--- src/rtl/sobel_pkg.sv ---
// Shared types and constants for the Sobel total-gradient stage.
package sobel_pkg;

  typedef enum logic [1:0] {IDLE, CALC, OUT} grad_seq_state_t;

  localparam int GRAD_W = 11;
  localparam int PIX_W  = 8;
  localparam logic [PIX_W-1:0] PIX_MAX = 8'd255;

  // Any bit above the pixel width means the sum exceeds the pixel range.
  function automatic logic [PIX_W-1:0] sat_pix(input logic [GRAD_W:0] sum);
    return (|sum[GRAD_W:PIX_W]) ? PIX_MAX : sum[PIX_W-1:0];
  endfunction

endpackage

--- src/rtl/total_gradient.sv ---
// Combinational total-gradient datapath: g = min(gx+gy, 255), forced to 0 unless enabled.
module total_gradient
  import sobel_pkg::*;
(
  input  logic              start_t_grad,
  input  logic [GRAD_W-1:0] gx,
  input  logic [GRAD_W-1:0] gy,
  output logic [PIX_W-1:0]  g
);

  logic [GRAD_W:0] w_sum;

  assign w_sum = {1'b0, gx} + {1'b0, gy};
  assign g     = start_t_grad ? sat_pix(w_sum) : '0;

endmodule

--- src/rtl/gradient_sequencer.sv ---
// Sequencer for the total-gradient stage: operand capture, magnitude register, row/col tracking.
// Optional build macro GRAD_THRESH_EN binarizes the pixel against the threshold port.
//
//   state | meaning
//   IDLE  | waiting for a gx/gy pair
//   CALC  | datapath enabled, magnitude captured at the edge
//   OUT   | pixel presented, waiting for downstream accept
module gradient_sequencer
  import sobel_pkg::*;
#(
  parameter  int IMG_W = 640,
  parameter  int IMG_H = 480,
  localparam int ROW_W = $clog2(IMG_H),
  localparam int COL_W = $clog2(IMG_W)
)
(
  input  logic              clk,
  input  logic              n_rst,
  input  logic              in_valid,
  output logic              in_ready,
  input  logic [GRAD_W-1:0] gx,
  input  logic [GRAD_W-1:0] gy,
  output logic              out_valid,
  input  logic              out_ready,
  output logic [PIX_W-1:0]  pix,
  output logic [ROW_W-1:0]  row,
  output logic [COL_W-1:0]  col,
`ifdef GRAD_THRESH_EN
  input  logic [PIX_W-1:0]  threshold,
`endif
  output logic              frame_done,
  output logic              busy
);

  grad_seq_state_t r_state, w_next_state;

  logic [GRAD_W-1:0] r_gx, r_gy;
  logic [PIX_W-1:0]  r_pix, w_g, w_pix_next;
  logic [ROW_W-1:0]  r_row;
  logic [COL_W-1:0]  r_col;
  logic              r_frame_done;
  logic              w_start, w_load, w_out_hs;
  logic              w_col_last, w_row_last;

  total_gradient u_total_gradient (
    .start_t_grad (w_start),
    .gx           (r_gx),
    .gy           (r_gy),
    .g            (w_g)
  );

`ifdef GRAD_THRESH_EN
  assign w_pix_next = (w_g >= threshold) ? PIX_MAX : '0;
`else
  assign w_pix_next = w_g;
`endif

  always_ff @(posedge clk or negedge n_rst) begin
    if (!n_rst) r_state <= IDLE;
    else        r_state <= w_next_state;
  end

  // in_ready in OUT follows out_ready so a new pair can ride the output handshake.
  always_comb begin
    w_next_state = r_state;
    in_ready     = 1'b0;
    w_start      = 1'b0;
    w_load       = 1'b0;
    w_out_hs     = 1'b0;
    case (r_state)
      IDLE: begin
        in_ready = n_rst;
        if (in_valid && n_rst) begin
          w_load       = 1'b1;
          w_next_state = CALC;
        end
      end
      CALC: begin
        w_start      = 1'b1;
        w_next_state = OUT;
      end
      OUT: begin
        in_ready = out_ready;
        if (out_ready) begin
          w_out_hs = 1'b1;
          if (in_valid) begin
            w_load       = 1'b1;
            w_next_state = CALC;
          end else begin
            w_next_state = IDLE;
          end
        end
      end
      default: w_next_state = IDLE;
    endcase
  end

  assign w_col_last = (r_col == COL_W'(IMG_W - 1));
  assign w_row_last = (r_row == ROW_W'(IMG_H - 1));

  always_ff @(posedge clk or negedge n_rst) begin
    if (!n_rst) begin
      r_gx         <= '0;
      r_gy         <= '0;
      r_pix        <= '0;
      r_row        <= '0;
      r_col        <= '0;
      r_frame_done <= 1'b0;
    end else begin
      r_frame_done <= 1'b0;
      if (w_load) begin
        r_gx <= gx;
        r_gy <= gy;
      end
      if (w_start) r_pix <= w_pix_next;
      if (w_out_hs) begin
        if (w_col_last) begin
          r_col <= '0;
          if (w_row_last) begin
            r_row        <= '0;
            r_frame_done <= 1'b1;
          end else begin
            r_row <= r_row + 1'b1;
          end
        end else begin
          r_col <= r_col + 1'b1;
        end
      end
    end
  end

  assign out_valid  = (r_state == OUT);
  assign busy       = (r_state != IDLE);
  assign pix        = r_pix;
  assign row        = r_row;
  assign col        = r_col;
  assign frame_done = r_frame_done;

endmodule

--- config.mk ---
export PLATFORM = sky130hd
export DESIGN_NAME = gradient_sequencer
export DESIGN_NICKNAME = d
export VERILOG_FILES = /design/src/rtl/sobel_pkg.sv /design/src/rtl/total_gradient.sv /design/src/rtl/gradient_sequencer.sv
export SDC_FILE = /design/constraint.sdc
export NUM_CORES = 1
export LEC_CHECK = 0
export CORE_ASPECT_RATIO = 0.5
export CORE_MARGIN = 5
export CORE_UTILIZATION = 55
export DETAILED_ROUTE_END_ITERATION = 12
export GPL_ROUTABILITY_DRIVEN = 0
export HOLD_SLACK_MARGIN = 0.02
export PLACE_DENSITY = 0.84
export SLEW_MARGIN = 5
export SYNTH_ARGS = -nofsm -noshare
export SYNTH_HDL_FRONTEND = slang
export SYNTH_SLANG_ARGS = --single-unit
--- constraint.sdc ---
create_clock -name clk -period 5.25 [get_ports clk]
set_input_delay 0.525 -clock clk [delete_from_list [all_inputs] [get_ports clk]]
set_output_delay 0.525 -clock clk [all_outputs]
set_load 0.005 [all_outputs]
Word-level counts from Yosys, hierarchy flattened. Cells that the tools add are included.

$add $sub $neg: 3. Eq/ne operators: 6. Multiplexer cells: 18. Reduce and logical (&&, ||, !) cells: 6.

Operators by type and width (count): adder 11 x 11 -> 12 bit (1); adder 10 x 1 -> 10 bit, second input constant (1); == test 10 bit, second input constant (1); 2-to-1 mux 1 bit (10); 2-to-1 mux 10 bit (1); adder 9 x 1 -> 9 bit, second input constant (1); == test 9 bit, second input constant (1); 2-to-1 mux 9 bit (1); 2-to-1 mux 8 bit (1); one-hot mux 2 bit (3 select lines) (1); 2-to-1 mux 2 bit (2); one-hot mux 1 bit (2 select lines) (2); AND reduction 2 bit (2); OR reduction 4 bit (1); == test 2 x 1 -> 1 bit, second input constant (1); == test 2 bit, second input constant (1); logical NOT 2 bit (1); != test 2 x 1 -> 1 bit, second input constant (1); != test 2 bit, second input constant (1); nonzero test 2 bit (1); logical AND 1 bit (1).

Flip-flop bits (word level): 52. Input bits: 26. Output and inout bits: 31. Logic and storage cells: 40.

Logic depth before layout (Yosys ltp).
Word-level depth: 4. Depth in mapped cells: 8.

Hierarchy. A second synthesis with hierarchy kept.

Cell total of the unflattened synthesis: 250. Area total of the unflattened synthesis: 2825.2 um2.

Modules (own cells, without submodules): gradient_sequencer (times used 1, cells each 173, area an instance 2214.6 um2, sequential area each 1301.2 um2); total_gradient (times used 1, cells each 77, area an instance 610.6 um2, sequential area each 0.0 um2).

Worst setup path after synthesis. No wires, ideal clock.

Path type: register -> register. Start: reg r_gx[0]. End: reg r_pix[7] (netlist: pix[7]). Setup time: 124 ps. Arrival time: 2315 ps. Slack: 2811 ps. Cell stages (with the launch flop): 9. Clock period less this slack: 2439 ps. Path through: dfrtp_1 > ha_1 > fa_1 > a211oi_1 > o21ai_0 > a21oi_1 > mux2i_1 > nand4_4 > o31a_1.

Longest elaborated chain between the ends: 3.

RTL lines: start: declaration (RTL line gradient_sequencer.sv:37) `logic [GRAD_W-1:0] r_gx, r_gy;`; start signal: assignment (RTL line gradient_sequencer.sv:112) `r_gx <= gx;`; adder 11 x 11 -> 12 bit (*) (RTL line total_gradient.sv:13) `assign w_sum = {1'b0, gx} + {1'b0, gy};`; OR reduction 4 bit (RTL line sobel_pkg.sv:12) `return (|sum[GRAD_W:PIX_W]) ? PIX_MAX : sum[PIX_W-1:0];`; 2-to-1 mux 8 bit (*) (RTL line sobel_pkg.sv:12); end signal: assignment (RTL line gradient_sequencer.sv:115) `if (w_start) r_pix <= w_pix_next;`; end: declaration (RTL line gradient_sequencer.sv:38) `logic [PIX_W-1:0] r_pix, w_g, w_pix_next;`.

Mark *: on every way between the ends. The rest lies on a longest branch, timed or not. A chain may end at the register's enable or synchronous reset.

Worst setup path in the final report. Same ends and word-level chain as after synthesis.

==> run metrics <==
Lkg Pwr=0.00142 uW; worst-margin pin slew=0.689 ns; Core Region=4840 um2; Syn-to-layout area delta=26.9%; Final Cycle Share=0.498; diode count=0; CTS root buf=clkbuf_8; share of flip-flops with an asynchronous set or reset=1.00; reg-to-reg setup timing slack=2.64 ns; CP Launch Type=register; clock skew=0.00336 ns; Die Y=59.6 um; CTS Sinks=52; fmax=382 MHz; Crit Path Max Fanout=8; first-pass GRT wire length=9680 um; Hold Buf Count CTS=0; CTS tree=built; clk_lat worst skew=0.30 ns; final wirelength=5680 um; initial core utilization=0.559; CTS Buffer Depth=2; Mapped Area=~2700 um2; most common cell after layout, fill and taps aside=clkdlybuf4s50_1; Die X=roughly 110 um; worst r2r src=r_gx[0]; final slew viol count=0; CP arrival=2.82 ns; vias per cell=about 5.5; pwr dens=426 nW/um2; Syn Nets=282; setup_tns=0 ns; initial drt markers=109; cell accounting for the most synthesized area=dfrtp_1; Crit Reg-Reg Endpoint=pix[7]; 1st-pass router iterations=4; Slowest-stage cell, CP=fa_1; Die Area=6510 um2; htree depth=2; Hold WC Path Type=in2async; worst-path cell chain=ha_1 -> fa_1 -> a211oi_1 -> o21ai_0 -> a21oi_1 -> mux2i_1 -> nand4_4 -> o31a_1; Final #Nets=340; synth warn=0; final setup vio count=0; # IOs=57; IO Port Bufs=between 50 and 60; sequential share of the synthesized area=0.480; Critical Path End Type=register; Post-synth EDFFs=0; num rows=18; Filler cells=346; Post-CTS Setup Repair Bufs=0; Design Power=roughly 1500 uW; DRC=0; WL/cell=15.3 um; largest net degree at the start of global routing=55; VDD IR-drop max=0.000252 V; Synth Flop Type=dfrtp_1; max-cap viol count=0; Slew headroom=0.540; worst r2r path cells=8; outcome=finished, final reports clean; Num CTS Buffers=5; Final Hold Fails=0; Antenna Nets Post-Route=0; DR WL met3=256 um; uppermost layer routed=met4; post_cts resized=0; origin of the worst setup path=r_gx[0]; initial antenna violation count=0; GRT Total Usage=0.191; share of cells above drive strength 1=0.143; detailed placement HPWL=about 4200 um; Mean Syn Cell Area=11.2 um2; Largest stage delay, worst path=0.42 ns; Synth cell types=48; most frequent cells in the layout=55 x clkdlybuf4s50_1, 52 x dfrtp_1, 22 x nand2_1, 22 x mux2_2; fin crit period=2.61 ns; Clock Pin Slew Worst Setup and Hold Paths=about 0.090 ns; cell count after synthesis=242; share of the synthesized area in the top cell type=0.480; synthesized flop and latch total=52; vias in the first global route=2043; Crit Path Class=reg2reg; final hold slack=~0.31 ns; via count=2052; met2 routed wirelength=2930 um; Util after Layout=0.710; Worst EP required=around 5.5 ns; Area contributors post-synth=dfrtp_1 48%, mux2_2 9.1%, ha_1 6.0%; M1 wire length=approximately 2500 um; RSZ-0062 raised after global routing=false; total gr overflow=0
-- power by group --
group	leakage (uW)	total (uW)	switching (uW)	internal, uW
combinational	0.000731	629	296	334
clock	0.0000541	273	132	141
sequential	0.000633	561	71.7	490
-- kinds of logic (layout without fill, tap and decap cells) --
logic type / Yosys count / in the layout / share of synthesized area
flops: 52 / 52 / 0.480
fa+ha+maj: 14 / 14 / 0.0674
simple gates: 69 / 69 / 0.137
compound gates: 57 / 57 / 0.147
xor+xnor: 14 / 14 / 0.0453
mux: 25 / 25 / 0.103
buf+inv: 11 / 70 / 0.0208
-- worst max-delay path: cells and delay by family (launching register included) --
kind,cells,cell delay [ns]
multiplexers,1,0.30
adder cells (fa/ha/maj),2,0.66
AO/OA/AOI/OAI,4,0.97
flip-flops,1,0.39
AND/OR/NAND/NOR,1,0.19
-- routing by layer --
metal | up-vias | global-route usage
li1 | 1006 | -
met1 | 997 | 0.243
met2 | 47 | 0.346
met3 | 2 | 0.0359
met4 | 0 | 0.0444
met5 | - | 0
-- how the worst max path moves through the flow --
stage	endpoint	cells past startpoint
after CTS	pix[7]	8
after detailed placement	pix[7]	8
after global routing	pix[7]	8
after global placement	pix[7]	8
after floorplan	pix[7]	8
final	pix[7]	8
-- cell usage after synthesis (3+ instances only) --
master	number
inv_1	4
nand4_1	5
nand3_1	6
mux2i_1	3
o21a_1	4
ha_1	13
o31ai_1	4
nor2_1	11
nand2_1	22
nand2b_1	3
dfrtp_1	52
mux2_2	22
nor3_1	7
a211oi_1	3
o22a_1	7
xnor2_1	12
a21o_1	4
a21oi_1	11
o21ai_0	13
buf_2	3
-- state kept, by name (all words and copies together), names as in the netlist --
signal / flops
col: 10
frame_done: 1
pix: 8
r_gx: 11
r_gy: 11
r_state: 2
row: 9
-- layout make-up --
cell class                 count  area (um2)  area share
timing repair buffer          58         571       0.166
multi-input combinational    179        1350       0.393
sequential                    52        1300       0.379
clock inverter                 3        42.5      0.0124
inverter                       4        15.0     0.00437
tap                           70        87.6      0.0255
clock buffer                   5        68.8      0.0200
-- metrics by stage --
stage / worst slack, ns / instances / area [um2]
2_1_floorplan: 2.81 / 242 / 2710
3_3_place_gp: 2.69 / 363 / 3330
3_5_place_dp: 2.66 / 363 / 3330
4_1_cts: 2.63 / 371 / 3440
5_1_grt: 2.50 / 371 / 3440
6_report: 2.64 / 371 / 3440
(Power assumes the default switching activity.)
